--- config.mk ---
export PLATFORM = sky130hd
export DESIGN_NAME = add_issue_ctl
export DESIGN_NICKNAME = d
export VERILOG_FILES = /design/src/rtl/add_issue_ctl.sv
export SDC_FILE = /design/constraint.sdc
export NUM_CORES = 1
export LEC_CHECK = 0
export ABC_AREA = 1
export CAP_MARGIN = 10
export CORE_ASPECT_RATIO = 0.75
export CORE_MARGIN = 4
export CORE_UTILIZATION = 49
export DETAILED_ROUTE_END_ITERATION = 10
export PLACE_DENSITY = 0.76
export SETUP_SLACK_MARGIN = 0.4
export SYNTH_ARGS = -nofsm -noshare
export SYNTH_HDL_FRONTEND = slang
export SYNTH_SLANG_ARGS = --single-unit
--- constraint.sdc ---
create_clock -name ck -period 5.6 [get_ports ck]
set_input_delay 1.12 -clock ck [delete_from_list [all_inputs] [get_ports ck]]
set_output_delay 1.12 -clock ck [all_outputs]
set_load 0.005 [all_outputs]
--- src/rtl/add_issue_ctl.sv ---
// Issue/return controller for a fixed-latency 64-bit add primitive with a credit-guarded result FIFO.
// Defining ADD_ISSUE_CHK_EN adds the return-protocol checker that drives o_err.
module add_issue_ctl #(
    parameter int LATENCY = 5,
    parameter int DEPTH   = 8
) (
    input  logic        ck,
    input  logic        rst,
    input  logic        i_req_vld,
    input  logic [63:0] i_req_a,
    input  logic [63:0] i_req_b,
    input  logic [6:0]  i_req_htId,
    output logic        o_req_rdy,
    output logic [63:0] o_prim_a,
    output logic [63:0] o_prim_b,
    output logic [6:0]  o_prim_htId,
    output logic        o_prim_vld,
    input  logic [63:0] i_prim_res,
    input  logic [6:0]  i_prim_htId,
    input  logic        i_prim_vld,
    output logic        o_rsp_vld,
    output logic [63:0] o_rsp_res,
    output logic [6:0]  o_rsp_htId,
    input  logic        i_rsp_rdy,
    output logic        o_busy,
    output logic        o_err
);

    localparam int PW = (DEPTH > 1) ? $clog2(DEPTH) : 1;
    localparam int CW = $clog2(DEPTH + 1);

    typedef struct packed {
        logic [63:0] res;
        logic [6:0]  ht_id;
    } entry_t;

    logic [4:0]    drain;
    logic [CW-1:0] cnt;
    logic [CW-1:0] fill;
    logic [PW-1:0] wr_ptr;
    logic [PW-1:0] rd_ptr;
    entry_t        mem [DEPTH];

    logic accept;
    logic pop;
    logic capture;
    logic full;
    logic write;

    // Ready is formed from registers and rst only, so it never depends on i_rsp_rdy.
    assign o_req_rdy = !rst && (drain == '0) && (cnt < CW'(DEPTH));
    assign accept    = i_req_vld && o_req_rdy;
    assign o_rsp_vld = (fill != '0);
    assign pop       = o_rsp_vld && i_rsp_rdy;
    assign full      = (fill == CW'(DEPTH));
    assign capture   = !rst && i_prim_vld && (drain == '0);
    assign write     = capture && (!full || pop);
    assign o_rsp_res  = mem[rd_ptr].res;
    assign o_rsp_htId = mem[rd_ptr].ht_id;
    assign o_busy     = rst || (cnt != '0) || (drain != '0);

    // NOTE: sequential state uses non-blocking assignments so every register samples pre-edge values.
    always_ff @(posedge ck) begin
        if (rst) begin
            drain <= 5'(LATENCY);
            cnt   <= '0;
        end else begin
            if (drain != '0) begin
                drain <= drain - 5'd1;
            end
            if (accept && !pop) begin
                cnt <= cnt + CW'(1);
            end else if (!accept && pop) begin
                cnt <= cnt - CW'(1);
            end
        end
    end

    always_ff @(posedge ck) begin
        if (rst) begin
            o_prim_vld  <= 1'b0;
            o_prim_a    <= '0;
            o_prim_b    <= '0;
            o_prim_htId <= '0;
        end else begin
            o_prim_vld <= accept;
            if (accept) begin
                o_prim_a    <= i_req_a;
                o_prim_b    <= i_req_b;
                o_prim_htId <= i_req_htId;
            end
        end
    end

    always_ff @(posedge ck) begin
        if (rst) begin
            wr_ptr <= '0;
            rd_ptr <= '0;
            fill   <= '0;
        end else begin
            if (write) begin
                wr_ptr <= wr_ptr + PW'(1);
            end
            if (pop) begin
                rd_ptr <= rd_ptr + PW'(1);
            end
            if (write && !pop) begin
                fill <= fill + CW'(1);
            end else if (!write && pop) begin
                fill <= fill - CW'(1);
            end
        end
    end

    // NOTE: FIFO storage is deliberately not reset; fill gates o_rsp_vld so stale entries are never presented.
    always_ff @(posedge ck) begin
        if (write) begin
            mem[wr_ptr] <= '{res: i_prim_res, ht_id: i_prim_htId};
        end
    end

`ifdef ADD_ISSUE_CHK_EN
    typedef struct packed {
        logic       vld;
        logic [6:0] ht_id;
    } tag_t;

    tag_t dly [LATENCY];
    tag_t dly_out;
    logic mismatch;
    logic overflow;

    assign dly_out  = dly[LATENCY-1];
    assign overflow = i_prim_vld && full && !pop;

    // NOTE: combinational block assigns its output first so no latch can be inferred.
    always_comb begin
        mismatch = 1'b0;
        if (i_prim_vld != dly_out.vld) begin
            mismatch = 1'b1;
        end else if (i_prim_vld && (i_prim_htId != dly_out.ht_id)) begin
            mismatch = 1'b1;
        end
    end

    // The delay line mirrors the primitive pipeline so each return can be matched to its issue.
    always_ff @(posedge ck) begin
        if (rst) begin
            for (int i = 0; i < LATENCY; i++) begin
                dly[i] <= '0;
            end
            o_err <= 1'b0;
        end else begin
            dly[0] <= '{vld: o_prim_vld, ht_id: o_prim_htId};
            for (int i = 1; i < LATENCY; i++) begin
                dly[i] <= dly[i-1];
            end
            if ((drain == '0) && (mismatch || overflow)) begin
                o_err <= 1'b1;
            end
        end
    end
`else
    assign o_err = 1'b0;
`endif

endmodule

# Yosys cells after proc, flatten, opt, wreduce, memory -nomap -nowiden
# Memory sizes are Yosys's and may differ from the RTL's. A register that Yosys moved wholly into a read port is not among the register bits.
# Cells that the tools add are included.
# Widths: inputs -> output; s select.
# totals
latch_bits	0
n_memories	1
out_inout_bits	211
romBits	0
reg_bits	155
mem_bits_rw	568
# op_classes
div_mod_pow	0
multipliers	0
eq_ne	1
n_mux	8
order_cmp	1
n_shift	0
bitwise_logic	0
n_reduce_logical	25
add_sub_neg	7
# mem_list
name	depth	width	rd	rd_clocked_by_memory_dff	wr	line	rtl
mem	8	71	1	1	1	42	entry_t mem [DEPTH];
# ops
operator	n
$mux 4	4
$logic_and 1x1->1	11
$add 4x1->4 const B	2
$reduce_bool 4->1	2
$sub 4x1->4 const B	2
$add 3x1->3 const B	2
$mux 3	2
$logic_not 1->1	5
$logic_not 5->1	1
$reduce_bool 5->1	1
$sub 5x1->5 const B	1
$eq 4x4->1 const B	1
$lt 4x4->1 const B	1
$reduce_bool 2->1	2
$logic_or 1x1->1	3
$mux 1	2

# Depth between registers and ports, before layout
# depth
ltp_word	8
mapped_depth	18
depth_no_buf	16

# Worst setup path after synthesis
# Ideal clock, no wire load.
# synth_timing
path_kind	in2reg
start	in rst
end	mem mem[0][0] in the netlist's numbering, enable pin
arrival_time_ns	4.987
path_buffers	2
slack_ns	0.112
required_ns	5.100
setup_time_ns	0.500
stages	8
path_cell_list	buf_2 inv_2 buf_4 nand2_1 nor2_1 nand2_1 or2_2 nor2_1
# synth_via
elab_chain_len	6
# synth_lines
item	line	rtl
start: declaration	8	input logic rst,
$logic_not 1->1	56	assign capture = !rst && i_prim_vld && (drain == '0);
$logic_and 1x1->1 (2 in series)	56	
$logic_and 1x1->1	57	assign write = capture && (!full || pop);
$mux 1	117	if (write) begin
$mux 1 (not written as such)	118	mem[wr_ptr] <= '{res: i_prim_res, ht_id: i_prim_htId};
end: declaration	42	
# Every way passes these cells.

==> metrics.txt <==
area leader, netlist edfxtp_1; Sw Share 29.3%; met1 wire length 32.7 mm; Yosys top cell area share 59.4%; Synth async-reset ratio 0%; Synthesized Nets 2867; Post-route DRC 0; CP startpoint kind register; Post-DP Area 33500 um2; #FFs+latches synth 726; sw power 4.14 mW; total CTS buffers 70; slowest CP cell clkinv_2; internal power 9.99 mW; failing checks max-slew violations; Peak VDD IR 0.000366 V; hold depth 2; Flop pwr share 43.1%; final worst slack 0.839 ns; TritonCTS clock tree done; Synth area leaders edfxtp_1 (59%), dfxtp_1 (11%), nor2_1 (7.6%), o21ai_0 (5.1%), nand2_1 (5.0%); TNS Setup 0 ns; pin count of the biggest net entering global routing 285; Worst EP arrival 3.64 ns; yosys warns 0; Least-Margin Pin Slew 1.53 ns; WP buf/inv 3; Rows 76; Overflow after GRT 0; Slew headroom -2.13%; most frequent cells after synthesis nor2_1 (584), edfxtp_1 (568), nand2_1 (386); crit-path max cell delay 0.82 ns; H-Tree Depth 3; Initial Util 49.8%; RSZ-0062 raised after global routing no; count of maximum capacitance violations 0; WL/cell 20.2 um; first-pass detailed-route iteration total 5; fin crit share 85.0%; clock latency on the worst-skew pair 0.61 ns; Die Y 218 um; Synth-to-Final Area Change 24.2%; share of power burned in the clock network 31.9%; Non-Filler Cell Area, Final 35700 um2; Initial DRC Count 2145; die width 288 um; max layer used met5; Place WS 1.50 ns; Clock Sinks 726; first-pass GRT wire length 119 mm; minimum clock period 4.76 ns; I/O pin cnt 422; Core Box Area 57700 um2; data required time of the worst path 4.48 ns; Final Hold Viols 0; DP Cell Count 3710; antenna violations before repair 3; CP Depth 7; Slew Limit Fails 49; met3 wire len 5.43 mm; crit-path most repeated cell nand2_1; Critical Path End Type output port; Finished Layout Cells 3837; drt total wl 77.7 mm; share of cells above drive strength 1 5.07%; PwrDens 396 nW/um2; cts hold-fix bufs 0; count of cell types in the netlist 28; clock slew at reported path FFs 0.06 ns; Vias 20950; Routed Antenna Nets 0; Avg Inst Size Synth 10.9 um2; reg-to-reg startpoint drain[0]; Post-CTS Resized 0; R2R depth 10; prevailing post-synth register cell edfxtp_1; most common cell in the netlist nor2_1; CP Class reg2out; Clock Skew 0.0243 ns; Post-Syn Area 28700 um2; register area share after synthesis 70.4%; crit path cell chain clkinv_2, buf_4, o21ai_0, o22ai_1, nand2_1, nand2_1, clkdlybuf4s50_1; via/cell ratio 5.46; fmax 210 MHz; Nets 3225; final RePlAce weighted congestion 0.908; PortBufs 420; Post-synth EDFFs 568; Overall Power 14.1 mW; power share of the combinational group 25.0%; endpoints failing setup 0; clock root buffer clkbuf_16; worst hold start o_prim_a[52]; Crit path max-delay family buffers and inverters; Post-CTS Setup Inserts 0; CP max FO 60; clk buf depth 3; status finished with violations; Total GRT Usage 24.3%; Leak 12.9 nW; Min-Delay Path Class reg2reg; Post-DP HPWL 45.9 mm; die area 62600 um2; Post-Synthesis Cells 2644; WL met2 37.3 mm; number of global-route vias before repair 20682
-- routing by layer --
metal	GRT usage [%]	vias up
li1	-	9744
met1	33.6	10298
met2	39.4	757
met3	4.81	149
met4	7.28	2
met5	0	-
-- placed cells by master, fill, tap and decap left out, types with 3 or more instances in the layout --
cell type and instances:
a21oi_1 9, buf_12 5, buf_4 33, bufinv_16 4, clkbuf_1 18, clkbuf_16 72
clkdlybuf4s50_1 419, clkinv_1 13, clkinv_2 11, dfxtp_1 155, dfxtp_4 3, edfxtp_1 568
ha_1 10, inv_1 155, inv_6 4, nand2_1 386, nand3_1 140, nor2_1 575
nor2_4 10, nor3_1 3, o21ai_0 292, o22ai_1 143, or2_2 3, xor2_1 7
-- sequential cells by signal, summed over array words and instances (netlist names), named ones only --
register / count
drain: 5
o_prim_vld: 1
fill: 4
mem: 568
o_prim_a: 64
cnt: 4
rd_ptr: 3
wr_ptr: 3
o_prim_b: 64
o_prim_htId: 7
-- through the flow --
step | hold slack, ns | utilization (%)
floorplan | 0.466 | -
global placement | 0.463 | 58.0
detailed placement | 0.472 | 58.0
CTS | 0.485 | 61.8
global route | 0.501 | 61.8
finish | 0.481 | 61.8
-- final timing paths --
kind | to | slack, ns
setup / recovery | o_rsp_res[34] | 0.84
hold reg to reg | o_prim_a[52] | 0.48
hold / removal | o_prim_a[52] | 0.48
setup reg to reg | mem[0][52] | 2.74
-- worst register-to-register path, stage by stage (launching register included) --
cell and delay, ns:
dfxtp_1 0.33, inv_1 0.09, ha_1 0.14, inv_1 0.04
nor2_2 0.13, nand2_1 0.08, nor2_1 0.12, nand2_1 0.10
or2_2 0.39, nor2_4 0.73, buf_4 0.40
-- cell families after synthesis --
| logic type | share of synthesized area [%] |
|---|---|
| AOI/OAI and AO/OA | 8.36 |
| xor gates and xnor gates | 0.274 |
| adders and majority gates | 0.575 |
| buffers and inverters | 4.97 |
| DFF | 70.4 |
| other | 0.0131 |
| and+or+nand+nor | 15.4 |
-- power groups by stage --
stage	clock network, mW	logic, mW	registers (mW)
6_report	4.51	3.54	6.09
2_1_floorplan	0	1.99	6.15
5_1_grt	4.83	3.91	6.10
3_5_place_dp	0	3.50	6.20
3_3_place_gp	0	3.39	6.19
4_1_cts	4.60	3.53	6.08
-- cell type report --
cell class | instances | area (um2)
fillers | 4467 | 22100
multi-input cells | 1588 | 7150
repair buffers | 457 | 4540
clock inverters | 35 | 289
diodes | 2 | 5.00
well taps | 780 | 976
inverters | 159 | 606
flip-flops and latches | 726 | 20200
clock buffers | 90 | 1870
No activity file was read; power rests on OpenSTA's default activity.
